`src/rtl/hv_serializer_pkg.sv`:
```
// hv_serializer_pkg: shared constants, occupancy states and slot record for the hypervector serializer.
package hv_pkg;
  localparam int DEF_DIM = 1023;
  localparam int DEF_WORD = 32;
  localparam int DEF_NW = (DEF_DIM + 1) / DEF_WORD;
  localparam int DEF_NW_W = $clog2(DEF_NW);
  typedef enum logic [1:0] {EMPTY, ONE, FULL} occ_t;
  typedef struct packed {
    logic [DEF_DIM:0] data;
    logic             lastf;
  } slot_t;
  function automatic int idx_bits(input int n);
    return n > 1 ? $clog2(n) : 1;
  endfunction
endpackage

```
`src/rtl/hv_serializer_if.sv`:
```
// hv_serializer_if: core store handshake plus AXI-Stream master signals of the serializer.
interface hv_serializer_if import hv_pkg::*; #(
  parameter int DIM = DEF_DIM,
  parameter int WORD = DEF_WORD
);
  logic            store;
  logic [DIM:0]    core_result;
  logic            last;
  logic            store_ready;
  logic            drop;
  logic            dst_ready;
  logic            dst_valid;
  logic [WORD-1:0] dst_data;
  logic            dst_last;
  modport slave (
    input  store, core_result, last, dst_ready,
    output store_ready, drop, dst_valid, dst_data, dst_last
  );
  modport master (
    output store, core_result, last, dst_ready,
    input  store_ready, drop, dst_valid, dst_data, dst_last
  );
endinterface

```
`src/rtl/hv_serializer_word_mux.sv`:
```
// hv_word_mux: NW:1 beat select; HV_SERIALIZER_MSW_FIRST_EN reverses the order to most significant word first.
module hv_word_mux import hv_pkg::*; #(
  parameter int DIM = DEF_DIM,
  parameter int WORD = DEF_WORD,
  parameter int NW = (DIM + 1) / WORD,
  parameter int IW = idx_bits(NW)
) (
  input  logic [DIM:0]    vec,
  input  logic [IW-1:0]   idx,
  output logic [WORD-1:0] word
);
  logic [IW-1:0] sel;
  always_comb begin
`ifdef HV_SERIALIZER_MSW_FIRST_EN
    sel = IW'(NW - 1) - idx;
`else
    sel = idx;
`endif
    word = vec[int'(sel) * WORD +: WORD];
  end
endmodule

```
`src/rtl/hv_serializer.sv`:
```
// hv_serializer: two-slot ping-pong capture of core hypervectors, streamed out as WORD-bit AXIS beats.
// Build option: HV_SERIALIZER_MSW_FIRST_EN emits most significant word first.
module hv_serializer import hv_pkg::*; #(
  parameter int DIM = DEF_DIM,
  parameter int WORD = DEF_WORD
) (
  input logic clk,
  input logic rst,
  hv_serializer_if.slave bus
);
  localparam int NW = (DIM + 1) / WORD;
  localparam int IW = idx_bits(NW);
  typedef struct packed {
    logic [DIM:0] data;
    logic         lastf;
  } rec_t;
  if ((DIM + 1) % WORD != 0 || NW < 2) begin : g_bad_cfg
    $error("hv_serializer: DIM+1 must be a multiple of WORD with at least two words");
  end
  occ_t          occ, occ_nx;
  rec_t          slot [2];
  logic          wp, rp, drop_r, acc, beat, fin;
  logic [IW-1:0] widx;
  // rp always names the oldest vector, so occupancy alone decides dst_valid
  always_comb begin
    acc = bus.store & (occ != FULL);
    beat = (occ != EMPTY) & bus.dst_ready;
    fin = beat & (widx == IW'(NW - 1));
    occ_nx = (acc & !fin) ? (occ == EMPTY ? ONE : FULL) :
             (fin & !acc) ? (occ == FULL ? ONE : EMPTY) : occ;
  end
  always_ff @(posedge clk) begin
    if (rst) occ <= EMPTY;
    else occ <= occ_nx;
  end
  always_ff @(posedge clk) begin
    if (rst) begin
      slot[0] <= '0;
      slot[1] <= '0;
      wp <= 1'b0;
      rp <= 1'b0;
      widx <= '0;
      drop_r <= 1'b0;
    end else begin
      if (acc) begin
        slot[wp] <= rec_t'{data: bus.core_result, lastf: bus.last};
        wp <= ~wp;
      end
      if (bus.store & !acc) drop_r <= 1'b1;
      if (beat) widx <= fin ? '0 : widx + 1'b1;
      if (fin) rp <= ~rp;
    end
  end
  assign bus.store_ready = occ != FULL;
  assign bus.drop = drop_r;
  assign bus.dst_valid = occ != EMPTY;
  assign bus.dst_last = bus.dst_valid & slot[rp].lastf & (widx == IW'(NW - 1));
  hv_word_mux #(.DIM(DIM), .WORD(WORD), .NW(NW), .IW(IW)) u_mux (
    .vec(slot[rp].data),
    .idx(widx),
    .word(bus.dst_data)
  );
endmodule

```
`src/flat_wrapper.sv`:
```
// flat-port wrapper written by rule: the top's interface ports become plain ports
module hv_serializer_flat import hv_pkg::*;
#(
  parameter int DIM = DEF_DIM,
  parameter int WORD = DEF_WORD
)
  (clk, rst, bus_store, bus_core_result, bus_last, bus_dst_ready, bus_store_ready, bus_drop, bus_dst_valid, bus_dst_data, bus_dst_last);
  hv_serializer_if #(.DIM(DIM), .WORD(WORD)) bus_i ();
  input logic clk;
  input logic rst;
  input wire logic [$bits(bus_i.store)-1:0] bus_store;
  input wire logic [$bits(bus_i.core_result)-1:0] bus_core_result;
  input wire logic [$bits(bus_i.last)-1:0] bus_last;
  input wire logic [$bits(bus_i.dst_ready)-1:0] bus_dst_ready;
  output wire logic [$bits(bus_i.store_ready)-1:0] bus_store_ready;
  output wire logic [$bits(bus_i.drop)-1:0] bus_drop;
  output wire logic [$bits(bus_i.dst_valid)-1:0] bus_dst_valid;
  output wire logic [$bits(bus_i.dst_data)-1:0] bus_dst_data;
  output wire logic [$bits(bus_i.dst_last)-1:0] bus_dst_last;
  assign bus_i.store = bus_store;
  assign bus_i.core_result = bus_core_result;
  assign bus_i.last = bus_last;
  assign bus_i.dst_ready = bus_dst_ready;
  assign bus_store_ready = bus_i.store_ready;
  assign bus_drop = bus_i.drop;
  assign bus_dst_valid = bus_i.dst_valid;
  assign bus_dst_data = bus_i.dst_data;
  assign bus_dst_last = bus_i.dst_last;
  hv_serializer #(.DIM(DIM), .WORD(WORD)) u_core (.clk(clk), .rst(rst), .bus(bus_i));
endmodule
```
`config.mk`:
```
export PLATFORM = sky130hd
export DESIGN_NAME = hv_serializer_flat
export DESIGN_NICKNAME = d
export VERILOG_FILES = /design/src/rtl/hv_serializer_pkg.sv /design/src/rtl/hv_serializer_if.sv /design/src/rtl/hv_serializer_word_mux.sv /design/src/rtl/hv_serializer.sv /design/src/flat_wrapper.sv
export SDC_FILE = /design/constraint.sdc
export NUM_CORES = 2
export LEC_CHECK = 0
export CORE_MARGIN = 1.5
export CORE_UTILIZATION = 40
export DETAILED_ROUTE_END_ITERATION = 10
export PLACE_DENSITY = 0.58
export REMOVE_ABC_BUFFERS = 1
export SYNTH_ARGS = -nofsm -noshare
export SYNTH_HDL_FRONTEND = slang
export SYNTH_SLANG_ARGS = --single-unit
```
`constraint.sdc`:
```
create_clock -name clk -period 172.2 [get_ports clk]
set_input_delay 51.66 -clock clk [delete_from_list [all_inputs] [get_ports clk]]
set_output_delay 51.66 -clock clk [all_outputs]
set_load 0.02 [all_outputs]
```
==> metrics list <==
* Post-CTS setup buffer count: 0
- The pre-antenna-repair detailed-routing pass consisted of 5 iterations.
- Max-slew violation count: 0
- Top-Level Pins: 1065
* Type of the worst min-delay path: register to register
- Crit path max fanout: 47
* Global placer's final weighted congestion: 0.815
- The complex-gate fraction of the synthesized area was 0.0285.
- Hold_buf cts: 0
* Total number of clock tree sinks: 2061
- Worst-path clk slew: 0.06 ns
* PortBufs: 1064
- The number of global-route vias before repair was 55000.
- Routed via count: 53800
* Maximum number of pins on one net before global-route repair: 216
- Clock latency on the worst-skew pair, taken at its later pin, is 0.84 ns.
* Yosys top cell by area: edfxtp_1
- Final hold violations: 0
- Count of warnings emitted by yosys: 0
- Layout Skew: 0.0411 ns
- Setup total negative slack on the finished layout was measured at 0 ns.
* Post-synthesis share of cell area spent on full adders, half adders and majority gates: 0.000407
* Maximum capacitance violations: 0
- Routed wire length per instance: 28.2 um
* TritonCTS clock tree: done
* Share of flip-flops with an asynchronous set or reset: 0
- CTS root buffer: clkbuf_16
- After technology mapping, the gate count stands at 5775.
- Arrival time at the worst endpoint: 6.56 ns
- Of the total synthesized cell area, the portion taken by XOR and XNOR cells is 0.000285.
- Of the cells placed in the final design, the portion with a size suffix greater than 1 is 0.122.
* Yosys cell types: 56
- The initial antenna violation count is 179.
* Placement Rows: 176
- After synthesis the netlist holds a flip-flop and latch count of 2061.
- Pwr/cell area: 10.3 nW/um2
- At the pin with the least slew margin, the transition time is 1.30 ns.
* Total power consumption of the routed design: 0.00116 W
* Proportion of netlist area held by the largest area contributor: 0.667
- Measured on the finished design, the core utilization comes to 0.489.
- Across the VDD grid, the largest voltage drop is 0.00940 mV.
- Min Clock Period, post-route: 58.22 ns
* Remaining routing DRC violations: 0
- Leakage component of the power: 39.8 nW
- Horizontal die dimension: 483 um
- The worst setup path is launched from a register.
- Of the total power, combinational logic draws 0.087.
- The detail route stage leaves a number of antenna-violating nets equal to 0.
- For this block, the initial DRC count from the detailed router was 4765.
- Top area cells in the synthesized netlist: edfxtp_1 67%, and2_1 14%, mux4_2 10%, mux2i_1 2.0%, clkbuf_1 1.2%
- Routed Wire Length: 282000 um
* Reg power frac: 0.524
* Initial cell density of the core: 0.402
- The area growth from synthesis to layout is 21.8%.
- Core Footprint: 230000 um2
* Setup slack, reg-to-reg: 166.45 ns
- In this run, CTS created clock tree buffers numbering 218.
* Unrepaired setup endpoints after global routing: no
* Area of the die: 233000 um2
- Worst setup EP type: output pin
* Overall global routing resource usage: 0.237
* Net total in the final layout: 7765
- Clock network fraction of total power: 0.389
- For this run the aggregate overflow at the end of global routing stands at 0.
* Switching component of the power: 0.000257 W
* Net switching fraction of the power: 0.222
- First-pass GRT wire length: 399000 um
- Mean Syn Cell Area: 16.0 um2
- Of the total synthesized cell area, the portion taken by AND, OR, NAND and NOR gates is 0.152.
- DP HPWL: 183000 um
* Internal: 0.000899 W
- Cts repair resizes: 0
* Vias per Instance: 5.38
- Max-slew headroom at the worst pin: 0.130
- Timing would allow up to 17.2 MHz.
- CTS H-tree depth: 4
- Setup violations remaining at the end of the flow were counted as 0.
* Die Ht: 483 um
- Measured against the total synthesized area, the mux share comes to 0.126.
- The flow ran to the end, and the final reports show no timing, DRC or antenna violations.
* Combinational family with the most area after synthesis: simple AND/OR/NAND/NOR gates
- Period utilisation layout: 0.338
- The synthesized design contains 2050 enable-type register cells.
- Among all flip-flop cells after synthesis, the most frequent one is edfxtp_1.
* Required time at the endpoint of the critical path: 120.54 ns
- The longest clock path from root to sink contains 3 buffers.
- The mapped netlist covers 92200 um2.
* Sequential area share after synthesis: 0.670
- Critical path type: register to output pin
-- registers in the layout, indices dropped and copies added (netlist names), named ones only --
register	count
u_core.bus.drop	1
u_core.occ	2
u_core.rp	1
u_core.slot	2050
u_core.widx	5
u_core.wp	1
-- cell families (layout without fill, tap and decap cells) --
family / Yosys count / in the layout
XOR/XNOR: 3 / 3
adder cells (fa/ha/maj): 3 / 3
other: 0 / 59
multiplexers: 621 / 621
AO/OA/AOI/OAI: 359 / 359
flip-flops: 2061 / 2061
buffers and inverters: 431 / 1567
AND/OR/NAND/NOR: 2297 / 2297
-- final timing paths --
path	end	cells past startpoint	from
max	bus_dst_data[0]	8	register
min	u_core.bus.drop$_SDFFE_PP0P_	2	u_core.bus.drop$_SDFFE_PP0P_
max reg2reg	u_core.slot[1][114]$_SDFFCE_PN0P_	9	u_core.occ[0]$_SDFFE_PP0P_
min reg2reg	u_core.bus.drop$_SDFFE_PP0P_	2	u_core.bus.drop$_SDFFE_PP0P_
-- power by group through the flow --
| stage | Combinational, W | Sequential (W) | Clock [W] |
|---|---|---|---|
| 5_1_grt | 0.000107 | 0.000608 | 0.000477 |
| 6_report | 0.000100 | 0.000605 | 0.000450 |
| 4_1_cts | 0.000102 | 0.000605 | 0.000458 |
| 2_1_floorplan | 0.0000525 | 0.000655 | 0 |
| 3_3_place_gp | 0.000101 | 0.000614 | 0 |
| 3_5_place_dp | 0.000102 | 0.000616 | 0 |
-- layout by cell type (no fill, tap or decap), drive strengths merged, types with 7 or more instances in the layout --
cell / instances
a2111oi: 8
a211oi: 17
a21oi: 53
a221oi: 42
a22o: 40
a22oi: 66
a311oi: 8
a31oi: 21
a32oi: 12
and2: 2054
buf: 101
bufinv: 11
clkbuf: 286
clkdlybuf4s50: 1064
clkinv: 95
dfxtp: 11
diode: 59
edfxtp: 2050
inv: 8
mux2i: 188
mux4: 430
nand2: 109
nand2b: 8
nand3: 28
nor2: 32
nor2b: 23
nor3: 12
nor4: 11
o21ai: 16
o221ai: 7
o22ai: 38
o32ai: 10
or3: 9
-- per-layer routing --
metal,vias to the layer above,part of all wire,global-route usage
met5,-,0.0038,0
met4,178,0.021,0.0567
met3,511,0.087,0.0748
met2,1875,0.48,0.389
met1,27600,0.40,0.307
li1,23600,-,-
-- area by class of cell --
| class | instances | area (um2) |
|---|---|---|
| fill | 19500 | 117000 |
| sequential | 2061 | 61800 |
| multi-input combinational | 3283 | 28400 |
| timing repair buffer | 1165 | 11500 |
| clock buffer | 286 | 5860 |
| tap | 3026 | 3790 |
| clock inverter | 112 | 895 |
| antenna | 59 | 148 |
| inverter | 4 | 17.5 |
-- worst max-delay path, stage by stage, from the launching register on --
cell	delay [ns]
dfxtp_4	0.97
buf_4	0.66
buf_4	0.71
buf_4	0.87
mux4_2	0.60
a22o_1	0.24
a2111oi_0	0.74
nor4_1	0.25
clkdlybuf4s50_1	0.61
-- synthesized netlist by cell type, types with 12 or more instances --
cell      number
and2_1      2053
edfxtp_1    2050
mux4_2       430
clkbuf_1     283
mux2i_1      188
nand2_1      109
buf_2         68
a22oi_1       66
a21oi_1       53
a221oi_1      42
a22o_1        40
o22ai_1       38
buf_4         33
nor2_1        31
nand3_1       28
nor2b_1       23
a31oi_1       21
buf_6         21
a211oi_1      17
o21ai_0       14
a32oi_1       12
-- stage by stage --
stage	worst slack [ns]	instance area, um2	std cells	hold WS [ns]
global route	113.57	112000	9958	0.523
detailed placement	114.67	105000	9539	0.455
global placement	114.59	105000	9539	0.452
CTS	113.74	112000	9937	0.468
floorplan	70.94	90100	5348	0.472
finish	113.98	112000	9996	0.465
Note: power is estimated with default switching activity, not from simulation.
